--- src/rtl/aer_synapse_router.sv ---
// AER event consumer: queues source addresses, walks each source's weight row into
// saturating per-target accumulators, and publishes/clears them on every STEP tick.
module aer_synapse_router #(
  parameter int unsigned NEURON_ADR = 8,
  parameter int unsigned NEURON_NUM = 8,
  parameter int unsigned WEIGHT_W   = 8,
  parameter int unsigned CURRENT_W  = 16,
  parameter int unsigned FIFO_DEPTH = 4
) (
  input  logic                                CLK,
  input  logic                                RST,
  input  logic                                EN_NEURON,
  input  logic [NEURON_ADR:0]                 ADDR,
  input  logic                                W_WE,
  input  logic [NEURON_ADR:0]                 W_SRC,
  input  logic [NEURON_ADR:0]                 W_DST,
  input  logic [WEIGHT_W-1:0]                 W_DATA,
  input  logic                                STEP,
  output logic [(NEURON_NUM+1)*CURRENT_W-1:0] I_SYN,
  output logic                                I_VALID,
  output logic                                BUSY,
  output logic                                DROP
);

  localparam int unsigned AW = NEURON_ADR + 1;
  localparam int unsigned NN = NEURON_NUM + 1;
  localparam int unsigned IW = (NN > 1) ? $clog2(NN) : 1;
  localparam int unsigned PW = (FIFO_DEPTH > 1) ? $clog2(FIFO_DEPTH) : 1;
  localparam int unsigned CW = PW + 1;
  localparam int unsigned SW = CURRENT_W + 1;
  localparam logic signed [CURRENT_W-1:0] CMAX = {1'b0, {(CURRENT_W-1){1'b1}}};
  localparam logic signed [CURRENT_W-1:0] CMIN = {1'b1, {(CURRENT_W-1){1'b0}}};

  typedef enum logic {S_IDLE, S_ACCUM} state_t;

  state_t                      state, state_nxt;
  logic [IW-1:0]               fifo_mem [FIFO_DEPTH];
  logic [PW-1:0]               wr_ptr, rd_ptr;
  logic [CW-1:0]               count;
  logic [IW-1:0]               src, j;
  logic signed [WEIGHT_W-1:0]  w_mem [NN][NN];
  logic signed [CURRENT_W-1:0] acc [NN];
  logic signed [WEIGHT_W-1:0]  w_cur;
  logic                        addr_ok, push_req, full, push, pop, acc_en, wr_ok;

  // Two's-complement add with clamp instead of wrap.
  function automatic logic signed [CURRENT_W-1:0] sat_add(
    input logic signed [CURRENT_W-1:0] a,
    input logic signed [WEIGHT_W-1:0]  b
  );
    logic signed [SW-1:0] s;
    s = SW'(a) + SW'(b);
    if (s[SW-1] != s[SW-2]) return s[SW-1] ? CMIN : CMAX;
    return s[CURRENT_W-1:0];
  endfunction

  assign addr_ok  = (ADDR != '1) && (ADDR <= AW'(NEURON_NUM));
  assign push_req = EN_NEURON && addr_ok;
  assign full     = (count == CW'(FIFO_DEPTH));
  assign push     = push_req && !full;
  assign wr_ok    = W_WE && (W_SRC <= AW'(NEURON_NUM)) && (W_DST <= AW'(NEURON_NUM));
  assign w_cur    = w_mem[src][j];
  assign BUSY     = (count != '0) || (state == S_ACCUM);

  always_ff @(posedge CLK) begin
    if (RST) state <= S_IDLE;
    else     state <= state_nxt;
  end

  always_comb begin
    state_nxt = state;
    pop       = 1'b0;
    acc_en    = 1'b0;
    case (state)
      S_IDLE: begin
        if (count != '0) begin
          pop       = 1'b1;
          state_nxt = S_ACCUM;
        end
      end
      S_ACCUM: begin
        acc_en = 1'b1;
        if (j == IW'(NEURON_NUM)) state_nxt = S_IDLE;
      end
      default: state_nxt = S_IDLE;
    endcase
  end

  // Event FIFO; fullness is judged before any same-cycle pop.
  always_ff @(posedge CLK) begin
    if (RST) begin
      wr_ptr <= '0;
      rd_ptr <= '0;
      count  <= '0;
      DROP   <= 1'b0;
      for (int i = 0; i < FIFO_DEPTH; i++) fifo_mem[i] <= '0;
    end else begin
      if (push) begin
        fifo_mem[wr_ptr] <= IW'(ADDR);
        wr_ptr           <= wr_ptr + PW'(1);
      end
      if (pop) rd_ptr <= rd_ptr + PW'(1);
      count <= count + CW'(push) - CW'(pop);
      if (push_req && full) DROP <= 1'b1;
    end
  end

  always_ff @(posedge CLK) begin
    if (RST) begin
      src <= '0;
      j   <= '0;
    end else if (pop) begin
      src <= fifo_mem[rd_ptr];
      j   <= '0;
    end else if (acc_en) begin
      j   <= j + IW'(1);
    end
  end

  always_ff @(posedge CLK) begin
    if (RST) begin
      for (int s = 0; s < NN; s++)
        for (int d = 0; d < NN; d++) w_mem[s][d] <= '0;
    end else if (wr_ok) begin
      w_mem[IW'(W_SRC)][IW'(W_DST)] <= W_DATA;
    end
  end

  // An add landing in a STEP cycle seeds the fresh window.
  always_ff @(posedge CLK) begin
    if (RST) begin
      for (int n = 0; n < NN; n++) acc[n] <= '0;
    end else begin
      if (STEP)
        for (int n = 0; n < NN; n++) acc[n] <= '0;
      if (acc_en)
        acc[j] <= STEP ? CURRENT_W'(w_cur) : sat_add(acc[j], w_cur);
    end
  end

  always_ff @(posedge CLK) begin
    if (RST) begin
      I_SYN   <= '0;
      I_VALID <= 1'b0;
    end else begin
      I_VALID <= STEP;
      if (STEP)
        for (int n = 0; n < NN; n++) I_SYN[n*CURRENT_W +: CURRENT_W] <= acc[n];
    end
  end

endmodule

--- config.mk ---
export PLATFORM = sky130hd
export DESIGN_NAME = aer_synapse_router
export DESIGN_NICKNAME = d
export VERILOG_FILES = /design/src/rtl/aer_synapse_router.sv
export SDC_FILE = /design/constraint.sdc
export NUM_CORES = 2
export LEC_CHECK = 0
export CELL_PAD_IN_SITES_DETAIL_PLACEMENT = 0
export CELL_PAD_IN_SITES_GLOBAL_PLACEMENT = 1
export CORE_UTILIZATION = 25
export DETAILED_ROUTE_END_ITERATION = 12
export GPL_TIMING_DRIVEN = 0
export PLACE_DENSITY = 0.53
export SKIP_CTS_REPAIR_TIMING = 1
export SLEW_MARGIN = 20
export SYNTH_ARGS = -nofsm -noshare
export SYNTH_HDL_FRONTEND = slang
export SYNTH_SLANG_ARGS = --single-unit
--- constraint.sdc ---
create_clock -name CLK -period 7 [get_ports CLK]
set_input_delay 1.05 -clock CLK [delete_from_list [all_inputs] [get_ports CLK]]
set_output_delay 1.05 -clock CLK [all_outputs]
set_load 0.05 [all_outputs]
### Yosys cells after proc, flatten, opt, wreduce, memory -nomap -nowiden

Memories as Yosys holds them, arrays and structs flattened. A register that Yosys moved wholly into a read port is not among the register bits.
Cells that the tools add are included.
W data, S select, Z words.

| storage, ports and cells | value |
|---|---|
| flip-flop bits (word level) | 14 |
| bits in latches | 0 |
| memory bits (writable) | 808 |
| bits in read-only memories | 0 |
| input bits | 40 |
| memories | 3 |

| operators by class | value |
|---|---|
| add/sub/neg operators | 6 |
| multipliers | 0 |
| div/mod/pow operators | 0 |
| magnitude comparators | 6 |
| equality and inequality tests | 4 |
| shift-type cells | 0 |
| multiplexer cells | 50 |
| bitwise logic cells | 12 |
| reductions and logical operators | 13 |

Memories:

| name | depth | width | read ports | clocked after Yosys merged registers in | write ports | line | RTL |
|---|---|---|---|---|---|---|---|
| w_mem | 9 | 72 | 1 | 0 | 9 | 41 | `logic signed [WEIGHT_W-1:0] w_mem [NN][NN];` |
| acc | 9 | 16 | 10 | 10 | 10 | 42 | `logic signed [CURRENT_W-1:0] acc [NN];` |
| fifo_mem | 4 | 4 | 1 | 1 | 4 | 37 | `logic [IW-1:0] fifo_mem [FIFO_DEPTH];` |

Operators by type and width:

| cell | number |
|---|---|
| $mux W16 | 15 |
| $mux W72 | 3 |
| $reduce_or A72 Y1 | 1 |
| $bmux W8 S4 | 1 |
| $demux W8 S4 | 1 |
| $le A9 B4 Y1 const B | 3 |
| $mux W8 | 3 |
| $mux W1 | 21 |
| $add A16 B8 Y17 | 1 |
| $mux W4 | 4 |
| $ge A5 B5 Y1 const B | 2 |
| $not A4 Y5 | 2 |
| $ne A9 B9 Y1 const B | 1 |
| $or A1 B1 Y1 | 9 |
| $logic_and A1 B1 Y1 | 7 |
| $lt A5 B1 Y1 const B | 1 |
| $add A2 B1 Y2 const B | 2 |
| $add A4 B1 Y4 const B | 1 |
| $eq A4 B4 Y1 const B | 1 |
| $reduce_or A4 Y1 | 1 |
| $add A3 B1 Y3 | 1 |
| $eq A3 B3 Y1 const B | 1 |
| $reduce_bool A3 Y1 | 1 |
| $sub A3 B1 Y3 | 1 |
| other kinds (7) | 7 |

### Logic depth before layout (Yosys ltp)

| depth | value |
|---|---|
| depth after elaboration | 13 |
| gate-level depth with buffers | 22 |
| depth with buffers taken out | 16 |

### Least setup slack after synthesis

OpenSTA, ideal clock, no wires.

| timing | value |
|---|---|
| kind | reg2reg |
| start point | register (tool-made name) |
| end point | memory acc[10][6] (data pin) |
| setup time | 305 ps |
| arrival time | 4,702 ps |
| slack | 1,992 ps |
| cell stages (with the launch flop) | 14 |
| path through | dfxtp_1 -> clkbuf_1 -> buf_1 -> clkbuf_1 -> mux4_2 -> mux4_2 -> ha_1 -> and4_1 -> nand4_1 -> or3_1 -> a211oi_2 -> nor2_2 -> a21oi_1 -> a21oi_1 |

RTL lines:

| what | line |
|---|---|
| to (decl) | 42 |

==> metrics.md <==
| Metric | Value |
|---|---|
| Initial antenna violation count | 24 |
| Critical Path AT | roughly 7.3 ns |
| Clock Power Share | 0.309 |
| Commonest non-fill, non-tap cell in the layout | edfxtp_1 |
| Hold depth | 2 |
| Post-Synthesis Cell Area | between 0.06 and 0.07 mm^2 |
| Met1 Routed Length | between 100 and 150 mm |
| Cell Rows | between 150 and 200 |
| Sw Share | 0.345 |
| WS Path Type | reg -> reg |
| Final WL | between 200 and 300 mm |
| Die area | 0.267 mm^2 |
| DR WL met2 | between 100 and 150 mm |
| Vias in the first global route | between 40000 and 50000 |
| Fin crit share | 0.974 |
| Met3 Wirelength | approximately 22 mm |
| HPWL after DPL | around 180 mm |
| Int Power | ~19 mW |
| Global-route wire length before repair | roughly 340 mm |
| Worst Min Path Start | I_SYN[61] |
| Maximum capacitance violations | 0 |
| Relative slew slack | 0.164 |
| DIE HEIGHT | about 520 um |
| Crit path time final | just under 7 ns |
| Share of cells above drive strength 1 | 0.155 |
| Worst Path Max Fanout | 10 |
| Top FF cell, synth | edfxtp_1 |
| Register area share after synthesis | 0.697 |
| DP Cell Count | around 8400 |
| Cell variety after synth | 86 |
| Root Buffer | clkbuf_16 |
| Vias/cell | around 4.7 |
| Combinational Power Share | 0.298 |
| GRT overflow | 0 |
| Die width | 516 um |
| Largest net degree at the start of global routing | between 70 and 80 |
| FFs w/ async S/R, synth | 0 |
| Worst slew pin tran | approximately 1.3 ns |
| Post-Synth Simple-Gate Area | 0.0927 |
| CP startpoint kind | register |
| Antenna-violating nets left | 0 |
| # DRC | 0 |
| Cell count after synthesis | 4223 |
| Drt first pass iters | 5 |
| Non-filler cells, final | ~9000 |
| # IOs | 187 |
| WP buf/inv | 7 |
| First DRT Iteration DRCs | between 5000 and 6000 |
| Uppermost layer routed | met5 |
| Avg WL per Cell | approximately 29 um |
| Setup crit end kind | register |
| Clock sink count | 1590 |
| Hold Violations, Final | 0 |
| Peak VDD IR | ~0.28 mV |
| Final Max Tran Viols | 0 |
| Max Clock Skew | approximately 0.052 ns |
| Inserted Clock Buffers | between 150 and 200 |
| CTS tree | done |
| CP max stage cell | nor4_4 |
| Cell Pwr Density | between 300 and 400 mW/mm^2 |
| Starting Density | 0.252 |
| Layout area overhead | 22.1% |
| Net Switching | 10.0 mW |
| Post-Synth Adder-Cell Area | 0.00494 |
| Clock Path Buffers | 3 |
| Combinational family with the most area after synthesis | multiplexers |
| Post-synthesis area per instance | 15.7 um^2 |
| XOR/XNOR Fraction of Synth Area | 0.00212 |
| Sequential Power Share | 0.393 |
| CP max stage delay | about 0.54 ns |
| #FFs+latches synth | 1590 |
| Core ar. | 0.263 mm^2 |
| Fillers | ~26000 |
| Clock Latency Late Sink | approximately 0.84 ns |
| GP Congestion | around 0.89 |
| Hold endpoint | I_SYN[61] |
| Commonest cells after routing, fill and taps aside | 1424 x edfxtp_1, 829 x nor2_1, 504 x conb_1 |
| Utilization of the core after routing | 0.307 |
| PortBufs | between 150 and 200 |
| Post-synthesis compound-gate area fraction | 0.0327 |
| Crit path cell chain | buf_2 > buf_2 > clkbuf_4 > clkbuf_4 > mux4_2 > a22oi_1 > a21oi_1 > nor4_4 > and3_2 > inv_1 > ha_1 > a211oi_1 > o211a_1 > or3_1 > nor3b_4 > o31ai_4 > buf_4 > a21oi_2 > buf_6 > nor3_1 |
| Worst r2r src | src[2] |
| RSZ-0062 raised after global routing | yes |
| Reg2Reg Depth | 20 |
| Vias | 41600 |
| Pleak | 26.7 nW |
| Final count of negative-setup-slack endpoints | 0 |
| Synth warn | 0 |
| WHS | 0.493 ns |
| Clk slew on worst S/H paths | ~0.060 ns |
| Setup slack, reg-to-reg | about 0.18 ns |
| Fin nets | about 5200 |
| Worst r2r dst | acc[2][11] |
| Number of synthesized flops with an enable pin | 1424 |
| Multiplexer share of the synthesized area | 0.149 |
| Overall Global Routing Usage | 0.187 |
| Final worst slack | between 0.15 and 0.2 ns |
| Status | complete, no violations |
| Hold Crit Class | reg -> reg |
| Pre-CTS setup slack | -1.53 ns |
| Depth of the CTS H-tree | 4 |
| Max frequency | about 150 MHz |
| Top cell family by delay on the critical path | buffers and inverters |
| Critical path required time | roughly 7.5 ns |
[flip-flops by register name, summed over array words and instances, names as in the netlist, named ones only]
register / flops
DROP: 1
I_SYN: 144
I_VALID: 1
acc: 256
count: 3
fifo_mem: 16
j: 4
rd_ptr: 2
src: 4
state: 1
w_mem: 1152
wr_ptr: 2
[through the flow]
stage                     power [mW]  cell area, um^2  TNS, ns
after CTS                       28.5            80200  -251.85
after global routing            29.9            80800   -0.227
after detailed placement        19.5            74800  -248.13
final                           29.0            80800        0
after global placement          19.3            74300  -470.13
after floorplan                 16.0            68000        0
[cell type report]
class                      instances  area, um^2  share of cell area
multi-input combinational       2819       20800               0.258
timing repair buffer             227        2420              0.0299
tap                             3515        4400              0.0544
buffer                           282        1490              0.0184
antenna                            9        22.5            0.000279
sequential                      1590       46100               0.570
clock inverter                    73         577             0.00714
clock buffer                     245        4850              0.0600
inverter                          34         138             0.00170
[kinds of logic after synthesis]
logic type | after synthesis
xor gates and xnor gates | 16
muxes | 596
DFF | 1590
adders and majority gates | 25
AOI/OAI and AO/OA | 294
other | 1
buffers and inverters | 317
and+or+nand+nor | 1384
[routing by layer]
layer | GRT usage | vias to the layer above
met4 | 0.0647 | 14
met5 | 0 | -
met1 | 0.253 | 21800
li1 | - | 17500
met3 | 0.0420 | 394
met2 | 0.293 | 1863
[power groups by stage]
stage	clock network, mW	registers [mW]	logic, mW
floorplan	0	11.6	4.37
global placement	0	11.6	7.80
detailed placement	0	11.6	7.97
CTS	9.10	11.4	7.99
global route	9.45	11.4	9.06
finish	8.96	11.4	8.64
[worst min-delay path: cells and delay by family, from the launching register on]
kind,cells,cell delay [ns]
flops,1,0.33
simple gates,1,0.07
mux,1,0.06
[worst max path at each step]
| stage | startpoint | endpoint | slack [ns] | cells after the start |
|---|---|---|---|---|
| finish | src[2] | acc[2][11] | 0.18 | 20 |
| global route | j[0] | acc[14][2] | -0.02 | 18 |
| CTS | src[2] | acc[11][12] | -1.54 | 20 |
| detailed placement | src[2] | acc[15][12] | -1.53 | 20 |
| global placement | src[2] | acc[14][11] | -2.65 | 16 |
| floorplan | register | acc[10][6] | 1.99 | 13 |
[synthesized netlist by cell type, types with 46 or more instances]
cell type,instances,share of area
nand3_1,72,0.0054
buf_2,67,0.0051
nand2b_1,90,0.0085
nor3_1,103,0.0078
clkbuf_1,125,0.0071
mux4_2,313,0.11
buf_1,65,0.0037
mux2i_1,282,0.043
a22oi_1,88,0.010
dfxtp_1,166,0.050
nand2_1,135,0.0077
edfxtp_1,1424,0.65
nor2_1,839,0.048
a21oi_1,46,0.0035
No activity file was read; power rests on OpenSTA's default activity.
